**src/rtl/inst_axi_bridge_pkg.sv**
```systemverilog
// Shared AXI encodings and local types for the instruction-side read bridge.
package inst_axi_bridge_pkg;

   localparam logic [1:0] AXI_BURST_INCR = 2'b01;
   localparam logic [1:0] AXI_RESP_OKAY  = 2'b00;
   localparam logic [7:0] AXI_LEN_SINGLE = 8'd0;

   // Counter width covers MAX_OUTST up to 7.
   localparam int CNT_W = 3;

   typedef enum logic {
      AR_IDLE = 1'b0,
      AR_SEND = 1'b1
   } ar_state_e;

endpackage

```
**src/rtl/inst_axi_bridge_chk.sv**
```systemverilog
// Protocol and invariant checks for the instruction-side bridge.
module inst_axi_bridge_chk
   import inst_axi_bridge_pkg::*;
#(
   parameter int MAX_OUTST = 2
)(
   input  logic             clk,
   input  logic             resetn,
   input  logic             i_req,
   input  logic             i_wr,
   input  logic [CNT_W-1:0] i_outst_cnt,
   input  logic [CNT_W-1:0] i_drop_cnt
);

   localparam logic [CNT_W-1:0] MAX_C = CNT_W'(MAX_OUTST);

   // IF must never issue a write on the instruction port.
   a_no_write: assert property (@(posedge clk) disable iff (!resetn) !(i_req && i_wr));

   // Outstanding count stays inside its configured bound.
   a_outst_max: assert property (@(posedge clk) disable iff (!resetn) i_outst_cnt <= MAX_C);

   // Only fetches that are actually outstanding can be marked for dropping.
   a_drop_le: assert property (@(posedge clk) disable iff (!resetn) i_drop_cnt <= i_outst_cnt);

endmodule

```
**src/rtl/inst_axi_bridge.sv**
```systemverilog
// Instruction-side bridge: SRAM-like fetch port to single-beat AXI reads,
// in-order return, with cancel support that discards in-flight responses.
module inst_axi_bridge
   import inst_axi_bridge_pkg::*;
#(
   parameter int         MAX_OUTST = 2,
   parameter logic [3:0] ARID_VAL  = 4'd0
)(
   input  logic        clk,
   input  logic        resetn,
   input  logic        inst_sram_req,
   input  logic        inst_sram_wr,
   input  logic [1:0]  inst_sram_size,
   input  logic [31:0] inst_sram_addr,
   input  logic [31:0] inst_sram_wdata,
   output logic        inst_sram_addrok,
   output logic        inst_sram_dataok,
   output logic [31:0] inst_sram_rdata,
   input  logic        data_wr_pending,
   input  logic        fetch_cancel,
   output logic        inst_bus_err,
   output logic [3:0]  arid,
   output logic [31:0] araddr,
   output logic [7:0]  arlen,
   output logic [2:0]  arsize,
   output logic [1:0]  arburst,
   output logic [1:0]  arlock,
   output logic [3:0]  arcache,
   output logic [2:0]  arprot,
   output logic        arvalid,
   input  logic        arready,
   input  logic [3:0]  rid,
   input  logic [31:0] rdata,
   input  logic [1:0]  rresp,
   input  logic        rlast,
   input  logic        rvalid,
   output logic        rready
);

   localparam logic [CNT_W-1:0] MAX_C    = CNT_W'(MAX_OUTST);
   localparam logic [CNT_W-1:0] CNT_ZERO = {CNT_W{1'b0}};
   localparam logic [CNT_W-1:0] CNT_ONE  = {{(CNT_W-1){1'b0}}, 1'b1};

   ar_state_e        r_state;
   ar_state_e        w_state_nxt;
   logic             w_addrok;
   logic             w_rready;
   logic             w_r_done;
   logic             w_take;
   logic [CNT_W-1:0] r_outst_cnt;
   logic [CNT_W-1:0] r_drop_cnt;
   logic [CNT_W-1:0] w_outst_nxt;
   logic [CNT_W-1:0] w_drop_nxt;
   logic [31:0]      r_araddr;
   logic [2:0]       r_arsize;
   logic [31:0]      r_rdata;
   logic             r_dataok;
   logic             r_bus_err;
   logic             w_unused;

   // The write flag is treated as a read; wdata and rid carry no meaning here.
   assign w_unused = &{1'b0, inst_sram_wdata, rid};

   assign w_rready = (r_outst_cnt != CNT_ZERO);
   assign w_r_done = rvalid && w_rready && rlast;
   // A beat is delivered only when no pre-cancel fetch is ahead of it and no
   // cancel arrives in the same cycle.
   assign w_take   = w_r_done && (r_drop_cnt == CNT_ZERO) && !fetch_cancel;

   // AR FSM next state and the combinational address-accept strobe.
   always_comb begin
      w_state_nxt = r_state;
      w_addrok    = 1'b0;
      case (r_state)
         AR_IDLE: begin
            w_addrok = resetn && inst_sram_req && !data_wr_pending && (r_outst_cnt < MAX_C);
            if (w_addrok) w_state_nxt = AR_SEND;
            else          w_state_nxt = AR_IDLE;
         end
         AR_SEND: begin
            if (arready) w_state_nxt = AR_IDLE;
            else         w_state_nxt = AR_SEND;
         end
         default: begin
            w_state_nxt = AR_IDLE;
         end
      endcase
   end

   // Next values of the outstanding and drop counters.
   always_comb begin
      w_outst_nxt = r_outst_cnt;
      w_drop_nxt  = r_drop_cnt;
      if (w_addrok && !w_r_done)      w_outst_nxt = r_outst_cnt + CNT_ONE;
      else if (!w_addrok && w_r_done) w_outst_nxt = r_outst_cnt - CNT_ONE;
      else                            w_outst_nxt = r_outst_cnt;
      // A fetch accepted in the cancel cycle is post-cancel, so it is not counted.
      if (fetch_cancel) begin
         if (w_r_done) w_drop_nxt = r_outst_cnt - CNT_ONE;
         else          w_drop_nxt = r_outst_cnt;
      end else if (w_r_done && (r_drop_cnt != CNT_ZERO)) begin
         w_drop_nxt = r_drop_cnt - CNT_ONE;
      end else begin
         w_drop_nxt = r_drop_cnt;
      end
   end

   // State register and counters.
   always_ff @(posedge clk or negedge resetn) begin
      if (!resetn) begin
         r_state     <= AR_IDLE;
         r_outst_cnt <= CNT_ZERO;
         r_drop_cnt  <= CNT_ZERO;
      end else begin
         r_state     <= w_state_nxt;
         r_outst_cnt <= w_outst_nxt;
         r_drop_cnt  <= w_drop_nxt;
      end
   end

   // AR payload captured on accept and held stable until the handshake.
   always_ff @(posedge clk or negedge resetn) begin
      if (!resetn) begin
         r_araddr <= 32'h0000_0000;
         r_arsize <= 3'd0;
      end else if (w_addrok) begin
         r_araddr <= inst_sram_addr;
         r_arsize <= {1'b0, inst_sram_size};
      end
   end

   // Return path: one-cycle dataok/bus error pulse and held instruction word.
   always_ff @(posedge clk or negedge resetn) begin
      if (!resetn) begin
         r_dataok  <= 1'b0;
         r_bus_err <= 1'b0;
         r_rdata   <= 32'h0000_0000;
      end else begin
         r_dataok  <= w_take;
         r_bus_err <= w_take && (rresp != AXI_RESP_OKAY);
         if (w_take) r_rdata <= rdata;
      end
   end

   assign inst_sram_addrok = w_addrok;
   assign inst_sram_dataok = r_dataok;
   assign inst_sram_rdata  = r_rdata;
   assign inst_bus_err     = r_bus_err;

   assign arid    = ARID_VAL;
   assign araddr  = r_araddr;
   assign arlen   = AXI_LEN_SINGLE;
   assign arsize  = r_arsize;
   assign arburst = AXI_BURST_INCR;
   assign arlock  = 2'b00;
   assign arcache = 4'b0000;
   assign arprot  = 3'b000;
   assign arvalid = (r_state == AR_SEND);
   assign rready  = w_rready;

   inst_axi_bridge_chk #(
      .MAX_OUTST (MAX_OUTST)
   ) u_chk (
      .clk         (clk),
      .resetn      (resetn),
      .i_req       (inst_sram_req),
      .i_wr        (inst_sram_wr),
      .i_outst_cnt (r_outst_cnt),
      .i_drop_cnt  (r_drop_cnt)
   );

endmodule

```
**config.mk**
```make
export PLATFORM = sky130hd
export DESIGN_NAME = inst_axi_bridge
export DESIGN_NICKNAME = d
export VERILOG_FILES = /design/src/rtl/inst_axi_bridge_pkg.sv /design/src/rtl/inst_axi_bridge_chk.sv /design/src/rtl/inst_axi_bridge.sv
export SDC_FILE = /design/constraint.sdc
export NUM_CORES = 1
export LEC_CHECK = 0
export CAP_MARGIN = 40
export CORE_ASPECT_RATIO = 1.1
export CORE_MARGIN = 5
export CORE_UTILIZATION = 37
export CTS_CLUSTER_DIAMETER = 30
export DETAILED_ROUTE_END_ITERATION = 10
export PLACE_DENSITY = 0.78
export SYNTH_ARGS = -nofsm -noshare
export SYNTH_HDL_FRONTEND = slang
export SYNTH_SLANG_ARGS = --single-unit
```
**constraint.sdc**
```tcl
create_clock -name clk -period 2.1 [get_ports clk]
set_input_delay 0.42 -clock clk [delete_from_list [all_inputs] [get_ports clk]]
set_output_delay 0.42 -clock clk [all_outputs]
set_load 0.01 [all_outputs]
```
==> results_dict.tcl, run 1 <==
set metrics [dict create \
    wl_mm 8.23 \
    track_usage_pct 14.8 \
    slowest_delay_ps 400 \
    hold_viol_final 0 \
    grt_overflow 0 \
    yosys_warnings 0 \
    hold_ws_ps 190 \
    fmax_mhz 506 \
    finClkSkew_ps 6.93 \
    grt_first_pass_wirelength_mm 12.8 \
    postSynthAreaPerCell_um2 11.2 \
    htreeDepth 3 \
    cts.sinks 75 \
    slowest_stage "dfrtp_1" \
    place_hpwl_mm 6.29 \
    place_congestion 0.747 \
    drc_errors 0 \
    cts.clk_slew.worst_paths_ps 70 \
    area_growth_pct 52.5 \
    clock-root-buffer "clkbuf_8" \
    relSlewSlack_pct 66.1 \
    drtAntennaViolNets 0 \
    nets 578 \
    post-route-util_pct 57.8 \
    die_area_um2 11100 \
    cp_cell_sequence "inv_1 > ha_1 > nor2b_4 > inv_1 > dlygate4sd2_1" \
    die_w_um 101 \
    p_leak_uw 0.00250 \
    placement.cell_area_um2 4900 \
    drt_iter0_markers 154 \
    via_per_inst 4.51 \
    period_share_pct 94.1 \
    start_util_pct 37.9 \
    maxSlewViolCount 0 \
    worstSetupEndpointType "primary output" \
    cp.arrival_ps 1560 \
    dr.pass1.iters 4 \
    cts_tree "yes" \
    cts_buffers 9 \
    max_cap_violations 0 \
    critPathMostFrequentCell "inv_1" \
    num_rows 36 \
    crit_required_ps 1680 \
    hp-class "in -> async" \
    coreArea_um2 8870 \
    ys_seq_area_share_pct 55.8 \
    dp_slack_ps -12.0 \
    antenna_found_initial 0 \
    die_h_um 110 \
    setup_slack_ps 124 \
    clkLatencyLatePin_ps 340 \
    worstSetupStartpointType "register" \
    worstSetupPathType "reg -> out" \
    ir_drop_uv 532 \
    vias 2606 \
    synth_cell_type_count 35 \
    post-route-min-period_ps 1980 \
    drive_gt1_share_pct 15.1 \
    setup_tns_ps 0 \
    status "finished, final reports clean" \
    num_antenna_cells 0 \
    grt_pass1_vias 2721 \
    finish.instance_area_um2 5130 \
    io_buffer_count 146 \
    clk_path_buf_depth 2 \
    ios 208 \
    syn_inst 301 \
    grt_max_degree 42 \
    ys_seq_elements 75 \
    synth_area_um2 3360 \
    worst-slew-pin-transition_ps 509 \
    ctsHoldBuffers 0 \
    setup_violations 0 \
    rsz0062_at_grt "false" \
    drt-wirelength-per-cell_um 14.2 \
    worstPathMaxFanout 3 \
    p_per_area_nw_per_um2 1310 \
]
==> path summary, 6_finish.rpt <==
check                          startpoint                   to  slack (ps)  cells past startpoint
setup reg to reg           r_outst_cnt[0]   inst_sram_rdata[0]         350                      7
max in group asynchronous          resetn           araddr[24]        1060                      3
hold reg to reg                 araddr[7]            araddr[7]         470                      2
hold / removal                     resetn  inst_sram_rdata[10]         190                      2
setup / recovery           r_outst_cnt[0]               rready         120                      5
min in group clk                araddr[7]            araddr[7]         470                      2
==> metal layers <==
layer | global-route usage, % | vias up | part of all wire [%]
li1 | - | 1233 | -
met1 | 17.4 | 1233 | 39
met2 | 24.9 | 126 | 48
met3 | 4.91 | 14 | 11
met4 | 6.16 | 0 | 1.7
met5 | 0 | - | 0
==> per-stage QoR <==
step	power [µW]	std cells
global placement	5500	560
CTS	6800	578
global route	7170	578
detailed placement	5610	560
finish	6710	578
floorplan	3890	323
==> placed cells by master (no fill, tap or decap), types with 2 or more instances in the layout <==
cell | synthesis | routed
nor2_1 | 6 | 5
nand3_1 | 3 | 3
dlygate4sd2_1 | 0 | 2
clkbuf_8 | 0 | 11
xnor2_1 | 3 | 3
dfrtp_1 | 75 | 75
nand2_1 | 105 | 105
buf_4 | 25 | 15
mux2_4 | 28 | 28
clkinvlp_4 | 0 | 2
a21oi_1 | 3 | 3
inv_1 | 7 | 7
mux2_2 | 5 | 5
ha_1 | 5 | 5
or4_1 | 2 | 2
conb_1 | 2 | 24
nand2b_1 | 2 | 2
clkdlybuf4s50_1 | 0 | 143
o21ai_0 | 3 | 3
nand3b_1 | 2 | 2
==> Yosys cell counts <==
master / n / area (µm²)
a21oi_1: 3 / 15.0
a31oi_1: 1 / 6.26
a32oi_1: 1 / 8.76
a41oi_1: 1 / 8.76
and2_1: 1 / 6.26
buf_2: 2 / 10.0
buf_4: 25 / 188
buf_6: 3 / 33.8
clkbuf_1: 4 / 15.0
clkbuf_2: 1 / 5.00
conb_1: 2 / 7.51
dfrtp_1: 75 / 1880
ha_1: 5 / 62.6
inv_1: 7 / 26.3
inv_2: 1 / 3.75
mux2_2: 5 / 56.3
mux2_4: 28 / 420
mux2i_1: 1 / 10.0
nand2_1: 105 / 394
nand2b_1: 2 / 12.5
nand3_1: 3 / 15.0
nand3_4: 1 / 17.5
nand3b_1: 2 / 15.0
nand4_2: 1 / 12.5
nand4b_1: 1 / 8.76
nor2_1: 6 / 22.5
nor2_4: 1 / 11.3
nor2b_1: 1 / 6.26
nor2b_2: 1 / 8.76
nor3_1: 1 / 5.00
nor4b_1: 1 / 8.76
o211ai_1: 1 / 7.51
o21ai_0: 3 / 15.0
or4_1: 2 / 15.0
xnor2_1: 3 / 26.3
==> area by class of cell <==
class                           count  area (µm²)
Clock inverter                      4        50.0
Timing Repair Buffer              161        1580
Tap cell                          114         143
Fill cell                         756        3750
Sequential cell                    75        1880
Multi-Input combinational cell    205        1290
Clock buffer                       11         151
Inverter                            8        30.0
==> power by group <==
part	leakage, µW	internal, µW	switching (µW)
combinational	0.00146	1890	1210
sequential	0.000947	2110	377
clock	0.0000974	605	506
total	0.00250	4610	2090
==> registers in the layout, summed over array words and instances, names as in the netlist <==
signal	flops
inst_bus_err	1
r_outst_cnt	3
arsize	2
inst_sram_rdata	32
arvalid	1
inst_sram_dataok	1
r_drop_cnt	3
araddr	32
==> repair_timing <==
| item | 4_1_cts | 5_1_grt |
|---|---|---|
| endpoints found under the setup margin | 2 | 1 |
| pin swaps | 0 | 0 |
| setup buffers | 3 | 0 |
| resized for setup | 3 | 1 |
==> worst max-delay path, delay by kind of cell (launching register included) <==
kind / cells / cell delay (ps)
buf+inv: 3 / 470
fa+ha+maj: 1 / 170
simple gates: 1 / 190
flops: 1 / 400
==> logic make-up (layout without fill, tap and decap cells) <==
family,Yosys count,after routing,synth area share [%]
adders and majority gates,5,5,1.86
AOI/OAI and AO/OA,10,10,1.82
xor gates and xnor gates,3,3,0.782
and+or+nand+nor,129,129,16.6
buffers and inverters,43,184,8.37
DFF,75,75,55.8
muxes,34,34,14.5
other,2,24,0.223
(Power assumes the default switching activity.)
==> inputs of run 2 (changes only) <==
- GPL_TIMING_DRIVEN: unset -> 0
- SYNTH_HIERARCHICAL: unset -> 1
==> run 2 against run 1 <==
Sequential power hardly changed. Hold slack worse by 36 ps. Via count increased by 2.5%. Global-route usage up 1.1 points. Highest routed layer unchanged. Die area unchanged. Synthesized area did not move. Setup slack got worse by 26 ps. First-iteration DRC count shrank 31%. Routed wire length increased by 7.0%.
==> results_dict.tcl, run 2 <==
set metrics [dict create \
    p_leak_uw 0.00265 \
    reg2reg_slack_ps 360 \
    die_h_um 110 \
    via_per_inst 4.39 \
    vias 2671 \
    setup_tns_ps 0 \
    synth_cell_type_count 35 \
    cts.sinks 75 \
    place_congestion 0.827 \
    grt_pass1_vias 2884 \
    maxSlewViolCount 0 \
    status "finished, final reports clean" \
    critPathMostFrequentCell "inv_1" \
    yosys-top-cells-count "nand2_1 (105), dfrtp_1 (75), mux2_4 (28), buf_4 (25), inv_1 (7)" \
    slowest_delay_ps 390 \
    io_buffer_count 145 \
    drtAntennaViolNets 0 \
    worstSetupPathType "reg -> out" \
    ir_drop_uv 527 \
    nets 608 \
    r2r-start "r_outst_cnt[1]" \
    worstSetupEndpointType "primary output" \
    synth_area_um2 3360 \
    die_area_um2 11100 \
    cts_tree "yes" \
    track_usage_pct 16.0 \
    place_hpwl_mm 6.46 \
    cts.clk_slew.worst_paths_ps 80 \
    period_share_pct 95.3 \
    crit_path_start "r_outst_cnt[1]" \
    drive_gt1_share_pct 18.8 \
    rsz0062_at_grt "false" \
    final_common_cell "clkdlybuf4s50_1" \
    syn_inst 301 \
    yosys-top-cells-area "dfrtp_1 (56%), mux2_4 (13%), nand2_1 (12%)" \
    yosysMostFrequentCell "nand2_1" \
    worstSetupStartpointType "register" \
    grt_overflow 0 \
    setup_slack_ps 98.4 \
    cts_buffers 9 \
    layout_common_cells "clkdlybuf4s50_1 (142), nand2_1 (105), dfrtp_1 (75), mux2_4 (28), buf_4 (28)" \
    grt_first_pass_wirelength_mm 13.8 \
    cp_cell_sequence "inv_1 > ha_4 > nor2b_4 > inv_1 > dlygate4sd2_1" \
    worstPathMaxFanout 5 \
    drt_iter0_markers 106 \
    cp.arrival_ps 1580 \
    num_rows 36 \
    post-route-min-period_ps 2000 \
    crit_required_ps 1680 \
    yosys.area.top_type "dfrtp_1" \
    htreeDepth 3 \
    coreArea_um2 8870 \
    ys_seq_elements 75 \
    drt-wirelength-per-cell_um 14.5 \
    fmax_mhz 500 \
    post-route-util_pct 60.9 \
    wl_mm 8.81 \
    synth.top_cell.area_share_pct 55.8 \
    async_flop_share_pct 100 \
    die_w_um 101 \
    max_cap_violations 0 \
    clkLatencyLatePin_ps 340 \
    antenna_found_initial 0 \
    ys_seq_area_share_pct 55.8 \
    area_growth_pct 60.6 \
    ys.flop_type "dfrtp_1" \
    p_per_area_nw_per_um2 1230 \
    yosys_warnings 6 \
    postSynthAreaPerCell_um2 11.2 \
    finClkSkew_ps 9.98 \
    setup_violations 0 \
    stdcell_count 609 \
    hold_viol_final 0 \
    start_util_pct 37.9 \
    drc_errors 0 \
    dp_slack_ps -704 \
    nFillCells 716 \
    dr.pass1.iters 4 \
    clk_path_buf_depth 2 \
    ios 208 \
    num_antenna_cells 0 \
    hp-class "in -> async" \
    dp_cells 583 \
    clock-root-buffer "clkbuf_8" \
    grt_max_degree 28 \
    synth_edf_count 0 \
    slowest_stage "dfrtp_1" \
]
## run 2: cell count changes in the layout (fill, tap and decap cells not counted), sizes merged
cell,before,now
dlygate4sd3,0,5
clkinv,1,3
clkbuf,11,17
clkdlybuf4s50,143,142
bufbuf,0,1
bufinv,1,0
buf,16,36
clkinvlp,2,1
## run 2: path summary, 6_finish.rpt
kind / endpoint / cells after the start
max: rready / 5
min: araddr[14] / 2
max reg2reg: inst_sram_rdata[17] / 7
min reg2reg: araddr[23] / 2
max in group asynchronous: inst_sram_rdata[24] / 3
min in group clk: r_drop_cnt[0] / 2
## run 2: report_power, final
part	switching [µW]	internal, µW
combinational	1230	1940
sequential	385	2120
clock	517	461
total	2140	4520
## run 2: layer usage
| metal | up-vias | global-route usage, % | part of all wire [%] |
|---|---|---|---|
| met1 | 1247 | 18.8 | 40 |
| met2 | 117 | 26.6 | 47 |
| li1 | 1297 | - | - |
| met4 | 0 | 6.06 | 1.3 |
| met5 | - | 0 | 0 |
| met3 | 10 | 5.92 | 11 |
## run 2: area by class of cell
class	instances	area, µm²	area share (%)
well taps	114	143	2.64
flip-flops and latches	75	1880	34.8
clock inverters	4	26.3	0.487
clock buffers	12	145	2.69
multi-input cells	205	1320	24.4
inverters	8	35.0	0.649
plain buffers	34	246	4.56
repair buffers	157	1610	29.9
## run 2: kinds of logic (layout without fill, tap and decap cells)
kind of cell,Yosys count,in the layout,synth area share [%]
and+or+nand+nor,129,129,16.6
DFF,75,75,55.8
buffers and inverters,43,215,8.37
muxes,34,34,14.5
AOI/OAI and AO/OA,10,10,1.82
adders and majority gates,5,5,1.86
xor gates and xnor gates,3,3,0.782
other,2,24,0.223
## run 2: what timing repair did
action	CTS	global route
cloned	1	0
resized for setup	9	2
pin swaps	1	0
endpoints found under the setup margin	2	1
hold buffers	5	0
hold endpoints to repair	22	0
buffers inserted	3	0
## run 2: through the flow
stage / hold WS (ps) / cell area, µm² / power (µW)
finish: 154 / 5400 / 6650
global route: 140 / 5400 / 7120
global placement: 457 / 5040 / 5500
CTS: 131 / 5360 / 6700
floorplan: 124 / 3440 / 3890
detailed placement: 346 / 5060 / 5600
## run 2: worst max-delay path: cells and delay by family (launching register included)
family                     cells  cell delay (ps)
buffers and inverters          3              500
DFF                            1              390
and+or+nand+nor                1              190
adders and majority gates      1              170
